[src/rtl/param_updown_counter.sv]
// Modulo-MOD up/down counter with clear, clamped load, terminal count and wrap pulse.
// Optional sticky overflow flag: define PARAM_UPDOWN_COUNTER_STICKY_OVF_EN.
module param_updown_counter #(
  parameter int unsigned     WIDTH = 4,
  parameter longint unsigned MOD   = 16
) (
  input  logic             clk,
  input  logic             rst,
  input  logic             en,
  input  logic             up_dn,
  input  logic             clr,
  input  logic             load,
  input  logic [WIDTH-1:0] load_val,
`ifdef PARAM_UPDOWN_COUNTER_STICKY_OVF_EN
  input  logic             ovf_clr,
  output logic             ovf,
`endif
  output logic [WIDTH-1:0] q,
  output logic             tc,
  output logic             wrap
);

  // load comparison is one bit wider since the modulus may equal 2**WIDTH
  localparam logic [WIDTH-1:0] MAXV = WIDTH'(MOD - 64'd1);
  localparam logic [WIDTH:0]   MODX = (WIDTH+1)'(MOD);

  typedef enum logic [1:0] {OP_HOLD, OP_CLR, OP_LOAD, OP_STEP} op_e;

  op_e              op;
  logic             at_end;
  logic [WIDTH-1:0] q_nxt;
  logic             wrap_nxt;

  always_comb begin
    op       = OP_HOLD;
    at_end   = up_dn ? (q == MAXV) : (q == '0);
    tc       = en & at_end;
    q_nxt    = q;
    wrap_nxt = 1'b0;

    if (clr)       op = OP_CLR;
    else if (load) op = OP_LOAD;
    else if (en)   op = OP_STEP;

    unique case (op)
      OP_CLR:  q_nxt = '0;
      OP_LOAD: q_nxt = ({1'b0, load_val} < MODX) ? load_val : MAXV;
      OP_STEP: begin
        wrap_nxt = at_end;
        if (up_dn) q_nxt = at_end ? '0 : q + WIDTH'(1);
        else       q_nxt = at_end ? MAXV : q - WIDTH'(1);
      end
      default: q_nxt = q;
    endcase
  end

  always_ff @(posedge clk or negedge rst) begin
    if (!rst) begin
      q    <= '0;
      wrap <= 1'b0;
    end else begin
      q    <= q_nxt;
      wrap <= wrap_nxt;
    end
  end

`ifdef PARAM_UPDOWN_COUNTER_STICKY_OVF_EN
  // a wrap on the same edge as ovf_clr wins, so no overflow is lost
  always_ff @(posedge clk or negedge rst) begin
    if (!rst)            ovf <= 1'b0;
    else if (op == OP_CLR) ovf <= 1'b0;
    else if (wrap_nxt)   ovf <= 1'b1;
    else if (ovf_clr)    ovf <= 1'b0;
  end
`endif

endmodule

[config.mk]
export PLATFORM = sky130hd
export DESIGN_NAME = param_updown_counter
export DESIGN_NICKNAME = d
export VERILOG_FILES = /design/src/rtl/param_updown_counter.sv
export SDC_FILE = /design/constraint.sdc
export NUM_CORES = 1
export LEC_CHECK = 0
export BUFFER_PORTS_ARGS = -buffer_cell sky130_fd_sc_hd__buf_4
export CORE_AREA = 2 2 39 41
export CTS_CLUSTER_DIAMETER = 60
export DETAILED_ROUTE_END_ITERATION = 7
export DIE_AREA = 0 0 41 43
export SYNTH_ARGS = -nofsm -noshare
export SYNTH_HDL_FRONTEND = slang
export SYNTH_SLANG_ARGS = --single-unit
[constraint.sdc]
create_clock -name clk -period 3.3 [get_ports clk]
set_input_delay 0.495 -clock clk [delete_from_list [all_inputs] [get_ports clk]]
set_output_delay 0.495 -clock clk [all_outputs]
set_load 0.005 [all_outputs]
---- Word level (Yosys, flattened, before mapping) ----
Index checks and enable logic that the tools add are counted.
word-level totals
  register bits after elaboration ......... 5
  bits of input ports ..................... 10
  output and inout bits ................... 6
operators by class
  reductions and logical operators ........ 2
  add/sub/neg operators ................... 2
  bitwise logic cells ..................... 1
  equality and inequality tests ........... 4
  multiplexer cells ....................... 9
operator list
  operator             number
  $mux 4               3
  $pmux 4 s3           1
  $mux 2               3
  $add 4x1->4 const B  1
  $eq 2x2->1 const B   2
  $eq 4x4->1 const B   1
  $logic_not 4->1      1
  $sub 4x1->4 const B  1
  $reduce_bool 3->1    1
  $eq 2x1->1 const B   1
  $mux 1               2
  $and 1x1->1          1

---- Longest topological paths before layout ----
Gate-level depths: netlist of the first run.
  depth in word-level cells ............... 5
  mapped depth ............................ 6

---- Worst setup path before layout of the first run ----
OpenSTA, ideal clock, no wires.
  kind .................................... flip-flop to output port
  start ................................... reg q[0]
  end ..................................... out tc
  cell stages (with the launch flop) ...... 6
  required time ........................... 2.805 ns
  setup slack ............................. 1.446 ns
  arrival time ............................ 1.359 ns
  cells stage by stage .................... dfrtp_1 -> inv_1 -> ha_1 -> or3b_1 -> o21ai_0 -> and2_1
on the way
  word-level cells in the longest chain between the ends .. 3
  elaborated cells on any way between the ends .. 4
  classes of those cells .................. eq/ne (1); mux (1); bitwise (1); reduce/logical (1)
RTL lines
  item                                                  RTL line  source
  start: declaration                                    18        output logic [WIDTH-1:0] q,
  start signal: assignment                              62        q <= q_nxt;
  $eq 4x4->1 / $logic_not 4->1 (equally long branches)  36        at_end = up_dn ? (q == MAXV) : (q == '0);
  $mux 1 *                                              36
  $and 1x1->1 *                                         37        tc = en & at_end;
  end: declaration                                      19        output logic tc,
Every way passes the cells marked *; elsewhere a longest branch is shown, timed or not.

---- Worst setup path after layout of the first run ----
Ends and elaborated chain as after synthesis.

==> summary.md, run 1 <==
| Metric | Value |
|---|---|
| CTS tree | done |
| Final setup vio count | 0 |
| Post-CTS sizing | 0 |
| Arrival @ worst endpoint | 1.78 ns |
| Cell family with most CP delay | simple AND/OR/NAND/NOR gates |
| Leading post-synthesis cells by cell area | dfrtp_1, a21oi_1, ha_1, o21ai_0, nand2_1 |
| Number of synthesized flops with an enable pin | 0 |
| Slew Limit Fails | 0 |
| Power, Total | 0.189 mW |
| Syn nets | 56 |
| Via count | about 390 |
| Worst hold path type | input pin to asynchronous set/reset pin |
| Site Rows | 14 |
| Comb pwr share | between 20% and 30% |
| Power share of the sequential group | 38.3% |
| CP Capture Type | primary output |
| Share of the synthesized area in the top cell type | 33.6% |
| Share of cells above drive strength 1 | 31.7% |
| TritonCTS buffer count | 3 |
| Sequential Area | roughly 130 sq um |
| Status | finished, final reports clean |
| CP max stage delay | 0.45 ns |
| RSZ-0062 raised after global routing | false |
| Initial antenna violation count | 0 |
| IO Count | 16 |
| Setup Buffers After CTS | 0 |
| Antenna fix cells | 0 |
| Worst-path cell chain | inv_1, ha_1, or3b_1, o21ai_0, and2_1, buf_4 |
| Cts hold-fix bufs | 0 |
| XOR/XNOR share of the synthesized area | 4.70% |
| Mux contribution to synthesized area | 5.70% |
| DR vias/cell | 4.89 |
| Final ANT Viol Nets | 0 |
| Synth Area in Compound Gates | 23.2% |
| Ys Warns | 0 |
| H-tree Lvls | 1 |
| Max Clk Rate | ~440 MHz |
| Ys flop type | dfrtp_1 |
| CORE AREA | 1380 sq um |
| Die H | 43 um |
| Layout Nets | between 70 and 80 |
| Max FO, Critical Path | 8 |
| Drt pass-1 iters | 4 |
| Iteration-0 DRC Markers | 15 |
| Distinct cells, synth | 24 |
| Layout fillers | 148 |
| Max VDD drop | 203 uV |
| Mapped Cells | 44 |
| Clock buffer depth | 2 |
| Critical path type | flop to primary output |
| Simple-gate portion of the synthesized area | 22.1% |
| Bufs and invs on worst path | 2 |
| Largest family of logic cells by synthesized area | compound AO/OA/AOI/OAI gates |
| Internal | 0.138 mW |
| WL final | 836 um |
| Sequential-to-total area share from yosys stat | about a third |
| Congestion Overflow GR | 0 |
| Largest net degree at the start of global routing | 9 |
| Area grow syn2layout | 42.6% |
| CP required | 2.80 ns |
| HPWL after detailed placement | 677 um |
| TritonCTS Sinks | 5 |
| Least-Margin Pin Slew | 0.231 ns |
| CTS clk-pin slew, worst paths | 0.04 ns |
| Final hold vios | 0 |
| Die Wd | 41 um |
| Global-route wire length before repair | 1290 um |
| Critical-path top delay cell | dfrtp_1 |
| Setup_tns | 0 ns |
| Root buffer cell | clkbuf_4 |
| Port bufs | 15 |
| DP Area | 505 sq um |
| Clk network pwr share | between 30% and 40% |
| Adder-Cell Fraction of Synth Area | between 6 and 7% |
| Final worst path period share | 68.9% |
| Pwr dens | 354 nW/um^2 |
| Minimum clock period | 2.27 ns |
| Total die area | 1760 sq um |
| Drt wl/cell | 10.6 um |
| Post-route cell area | 532 sq um |
| Initial core utilization | 26.9% |
| Multi-input combinational cell area | 233 sq um |
| Setup crit start kind | flop |
| Switching Share | 26.5% |
| GPL Wtd Cong | 0.699 |
| Mapped Area | about 370 sq um |
| Post-Syn Area per Cell | 8.47 sq um |
| GRT Total Usage | 10.9% |
| Setup Skew | 0.00320 ns |
| Sw power | between 0.05 and 0.06 mW |
| Rel. slew slack | 84.6% |
| # DRC | 0 |
| Synth Register Bits | 5 |
| Max-Cap Viols | 0 |
| Number of global-route vias before repair | approximately 340 |
| Asr flop ratio synth | 100% |
| Area leader, netlist | dfrtp_1 |
| Leak | 0.252 nW |
| Clk_lat worst skew | about 0.23 ns |
## layout by cell type (no fill, tap or decap), types with 2 or more instances in the layout
master     n
inv_1      4
nor2_1     2
dfrtp_1    5
clkbuf_4   3
o21ai_0    4
a21oi_1    5
ha_1       2
buf_4     15
nand2_1    5
## sequential cells by signal (all words and copies together) (netlist names)
register / count
q: 4
wrap: 1
## metal layers
| metal | GRT usage [%] | part of all wire, % | vias up |
|---|---|---|---|
| li1 | - | - | 199 |
| met5 | 0 | 0 | - |
| met3 | 6.28 | 4.7 | 0 |
| met4 | 2.00 | 0 | 0 |
| met1 | 15.0 | 48 | 176 |
| met2 | 14.7 | 48 | 11 |
## power groups by stage
stage | Clock (mW) | Sequential, mW | Combinational (mW)
finish | 0.0665 | 0.0723 | 0.0497
global route | 0.0785 | 0.0730 | 0.0554
CTS | 0.0696 | 0.0722 | 0.0499
detailed placement | 0 | 0.0731 | 0.0496
global placement | 0 | 0.0731 | 0.0494
floorplan | 0 | 0.0717 | 0.0259
## worst reg2reg max path, cell delays in order, from the launching register on
cell and delay [ns]:
dfrtp_1 0.45, inv_1 0.14, ha_1 0.18, or3b_1 0.37, a21oi_1 0.15, o221ai_1 0.11
a21oi_1 0.15
## final cells by class
class                           count  share of cell area [%]
Inverter                            4                    2.82
Sequential cell                     5                    23.5
Clock buffer                        4                    4.94
Multi-Input combinational cell     35                    43.8
Tap cell                           16                    3.76
Timing Repair Buffer               15                    21.2
## synthesized netlist by cell type, types with 2 or more instances
cell type and count:
dfrtp_1 5, ha_1 2, o21ai_0 4, nor2_1 2, nand2_1 5, a21oi_1 5, inv_1 4
## per-stage QoR
| stage | worst slack, ns | cells | hold WS (ns) | utilization [%] |
|---|---|---|---|---|
| after floorplan | 1.45 | 44 | 0.199 | - |
| after global placement | 1.28 | 75 | 0.299 | 36.5 |
| after detailed placement | 1.26 | 75 | 0.301 | 36.5 |
| after CTS | 1.01 | 79 | 0.0480 | 38.4 |
| after global routing | 0.877 | 79 | 0.0338 | 38.4 |
| final | 1.03 | 79 | 0.0540 | 38.4 |
## final timing paths
kind                            slack (ns)               end  cells after the start             start
worst max-delay path                  1.03                tc                      6  q[0]$_DFFE_PN0P_
worst min-delay path                  0.05    wrap$_DFF_PN0_                      1               rst
worst max register to register        1.68  q[0]$_DFFE_PN0P_                      6  q[0]$_DFFE_PN0P_
worst min register to register        0.71    wrap$_DFF_PN0_                      2  q[2]$_DFFE_PN0P_
max in group asynchronous             3.13  q[2]$_DFFE_PN0P_                      1               rst
min in group clk                      0.44  q[0]$_DFFE_PN0P_                      2               clr
## logic make-up (layout without fill, tap and decap cells)
group | Yosys count | after routing
buf+inv | 4 | 23
simple gates | 15 | 15
fa+ha+maj | 2 | 2
flops | 5 | 5
xor+xnor | 2 | 2
mux | 2 | 2
compound gates | 14 | 14
Power figures use the tool's default switching activity.
==> run 2, diff against run 1 <==
clock period = 1.9 ns   (was 3.3 ns; I/O delays follow)
==> run 2 against run 1 <==
Net effect:
- the run now ends with negative setup slack left
- clock skew is 0.0058 ns higher
- critical path depth stayed put
- final area up 20%
- global-route usage up 5.1 points
- hold slack better by 0.17 ns
- utilization grew 7.9 points
- cell count grew 13%
- combinational power rose to 2.7 times the previous value
- die area stayed put
- largest cell class unchanged
==> summary.md, run 2 (synthesis results as in run 1) <==
| Metric | Value |
|---|---|
| Max VDD drop | 310 uV (+53%) |
| WL final | 1300 um (+55%) |
| # DRC | 0 (unchanged) |
| Slew Limit Fails | 0 (unchanged) |
| Hold Path Stages | 2 |
| Least-Margin Pin Slew | 0.278 ns (+0.0477 ns) |
| Via count | 482 (+25%) |
| DR vias/cell | 5.42 (+11%) |
| Commonest non-fill, non-tap cell in the layout | buf_4 |
| Share of cells above drive strength 1 | 49.3% (+18 points) |
| Biggest regs | q (4), wrap (1) |
| Initial core utilization | 26.9% (unchanged) |
| Clock buffer depth | 2 (unchanged) |
| Layout fillers | 145 (-2.0%) |
| Number of global-route vias before repair | 436 (+30%) |
| Final Non-Filler Cells | 89 (+13%) |
| CTS tree | done |
| Worst hold path type | input pin to flop |
| CP Capture Type | primary output |
| CP Launch Point | q[1]$_DFFE_PN0P_ |
| Max FO, Critical Path | 3 (-5) |
| Biggest register | q |
| Site Rows | 14 (unchanged) |
| Pwr dens | 605 nW/um^2 (+71%) |
| Bufs and invs on worst path | 2 (unchanged) |
| Worst r2r dst | q[0]$_DFFE_PN0P_ |
| Max reg flops | 4 (unchanged) |
| CORE AREA | 1380 sq um (unchanged) |
| Hold EP | q[1]$_DFFE_PN0P_ |
| RSZ-0062 raised after global routing | true |
| IO Count | 16 (unchanged) |
| WHS | 0.226 ns (+0.172 ns) |
| Global-route wire length before repair | 1880 um (+45%) |
| Fin worst setup slack | -0.00723 ns (-1.03 ns) |
| Leak | 0.302 nW (+20%) |
| TritonCTS Sinks | 5 (unchanged) |
| Final worst path period share | 100% |
| Power, Total | 0.388 mW (+110%) |
| Root buffer cell | clkbuf_4 |
| Layout Nets | 86 (+13%) |
| Arrival @ worst endpoint | 1.62 ns (-0.16 ns) |
| Setup slack at placement | 0.0875 ns (-1.18 ns) |
| Total die area | 1760 sq um (unchanged) |
| Initial antenna violation count | 0 (unchanged) |
| Max Clk Rate | 524 MHz |
| H-tree Lvls | 1 (unchanged) |
| GPL Wtd Cong | 0.774 (+11%) |
| Worst-path cell chain | inv_2, ha_4, or3b_4, o21ai_2, and2_4, buf_6 |
| Final setup vio count | 1 (+1) |
| Antenna fix cells | 0 (unchanged) |
| Setup Skew | 0.00900 ns (+0.00580 ns) |
| Drt wl/cell | 14.6 um (+38%) |
| HPWL after detailed placement | 825 um (+22%) |
| Iteration-0 DRC Markers | 15 (unchanged) |
| Congestion Overflow GR | 0 (unchanged) |
| Clk_lat worst skew | 0.25 ns (+0.02 ns) |
| Cell family with most CP delay | simple AND/OR/NAND/NOR gates |
| Most frequent cells in the layout | buf_4, nand2_1, a21oi_1, dfrtp_1 |
| R2R depth | 7 (+1) |
| Dpl cells | 77 (+2.7%) |
| Hold path startpoint | clr |
| Rel. slew slack | 81.4% (-3.2 points) |
| R2R Path Start | q[1]$_DFFE_PN0P_ |
| Status | complete, but fails checks |
| Final hold vios | 0 (unchanged) |
| TritonCTS buffer count | 3 (unchanged) |
| Max-Cap Viols | 0 (unchanged) |
| Die H | 43 um (unchanged) |
| Largest net degree at the start of global routing | 8 (-1) |
| Final ANT Viol Nets | 0 (unchanged) |
| Critical-path top delay cell | dfrtp_1 |
| Failing checks | negative setup slack |
| CP required | 1.62 ns (-1.18 ns) |
| Port bufs | 15 (unchanged) |
| Drt pass-1 iters | 4 (unchanged) |
| Worst reg2reg setup slack | 0.28 ns (-1.40 ns) |
| Critical path type | flop to primary output |
| CP max stage delay | 0.38 ns (-0.07 ns) |
| GRT Total Usage | 16.0% (+5.1 points) |
| Area grow syn2layout | 71.8% |
| Die Wd | 41 um (unchanged) |
| CTS clk-pin slew, worst paths | 0.05 ns (about the same) |
| Setup crit start kind | flop |
| Setup_tns | -0.00723 ns (-0.00723 ns) |
| Minimum clock period | 1.91 ns |
-- run 2: changes by cell type in the layout (fill, tap and decap cells not counted), moves of 2 or more --
cell   before  now
buf_4      15   22
inv_2       0    2
buf_6       0    2
inv_1       4    2
ha_1        2    0
-- run 2: final cells by class --
class	count	area (sq um)	share of cell area [%]
Tap cell	16	20.0	3.13
Inverter	4	15.0	2.34
Timing Repair Buffer	25	198	30.9
Clock buffer	4	26.3	4.10
Multi-Input combinational cell	35	256	40.0
Sequential cell	5	125	19.5
-- run 2: timing repair --
action,in CTS,in global routing
gates resized for setup,7,4
hold buffers,1,0
buffers inserted,3,4
endpoints found under the setup margin,1,1
hold endpoints to repair,5,0
pin swaps,2,3
-- run 2: routing by layer --
layer	part of all wire [%]	track usage, %	vias up
met5	0	0	-
met4	1.4	8.00	0
met3	5.9	3.14	4
met2	55	25.3	29
met1	37	19.4	230
li1	-	-	219
-- run 2: metrics by stage --
| step | utilization, % | cell area (sq um) |
|---|---|---|
| 3_5_place_dp | 37.6 | 520 |
| 5_1_grt | 46.3 | 641 |
| 6_report | 46.3 | 641 |
| 4_1_cts | 43.2 | 598 |
| 2_1_floorplan | - | 373 |
| 3_3_place_gp | 37.6 | 520 |
-- run 2: how the worst max path moves through the flow --
stage          to  slack [ns]  cells past startpoint
2_1_floorplan  tc        0.26                      5
3_3_place_gp   tc        0.15                      6
3_5_place_dp   tc        0.09                      6
4_1_cts        tc       0.001                      6
5_1_grt        tc       -0.07                      6
6_report       tc      -0.007                      6
-- run 2: report_power, final --
group	total (mW)	leakage (nW)	internal [mW]	switching (mW)
Sequential	0.121	0.0660	0.114	0.00754
Clock	0.132	0.0150	0.0800	0.0517
Combinational	0.135	0.221	0.0760	0.0586
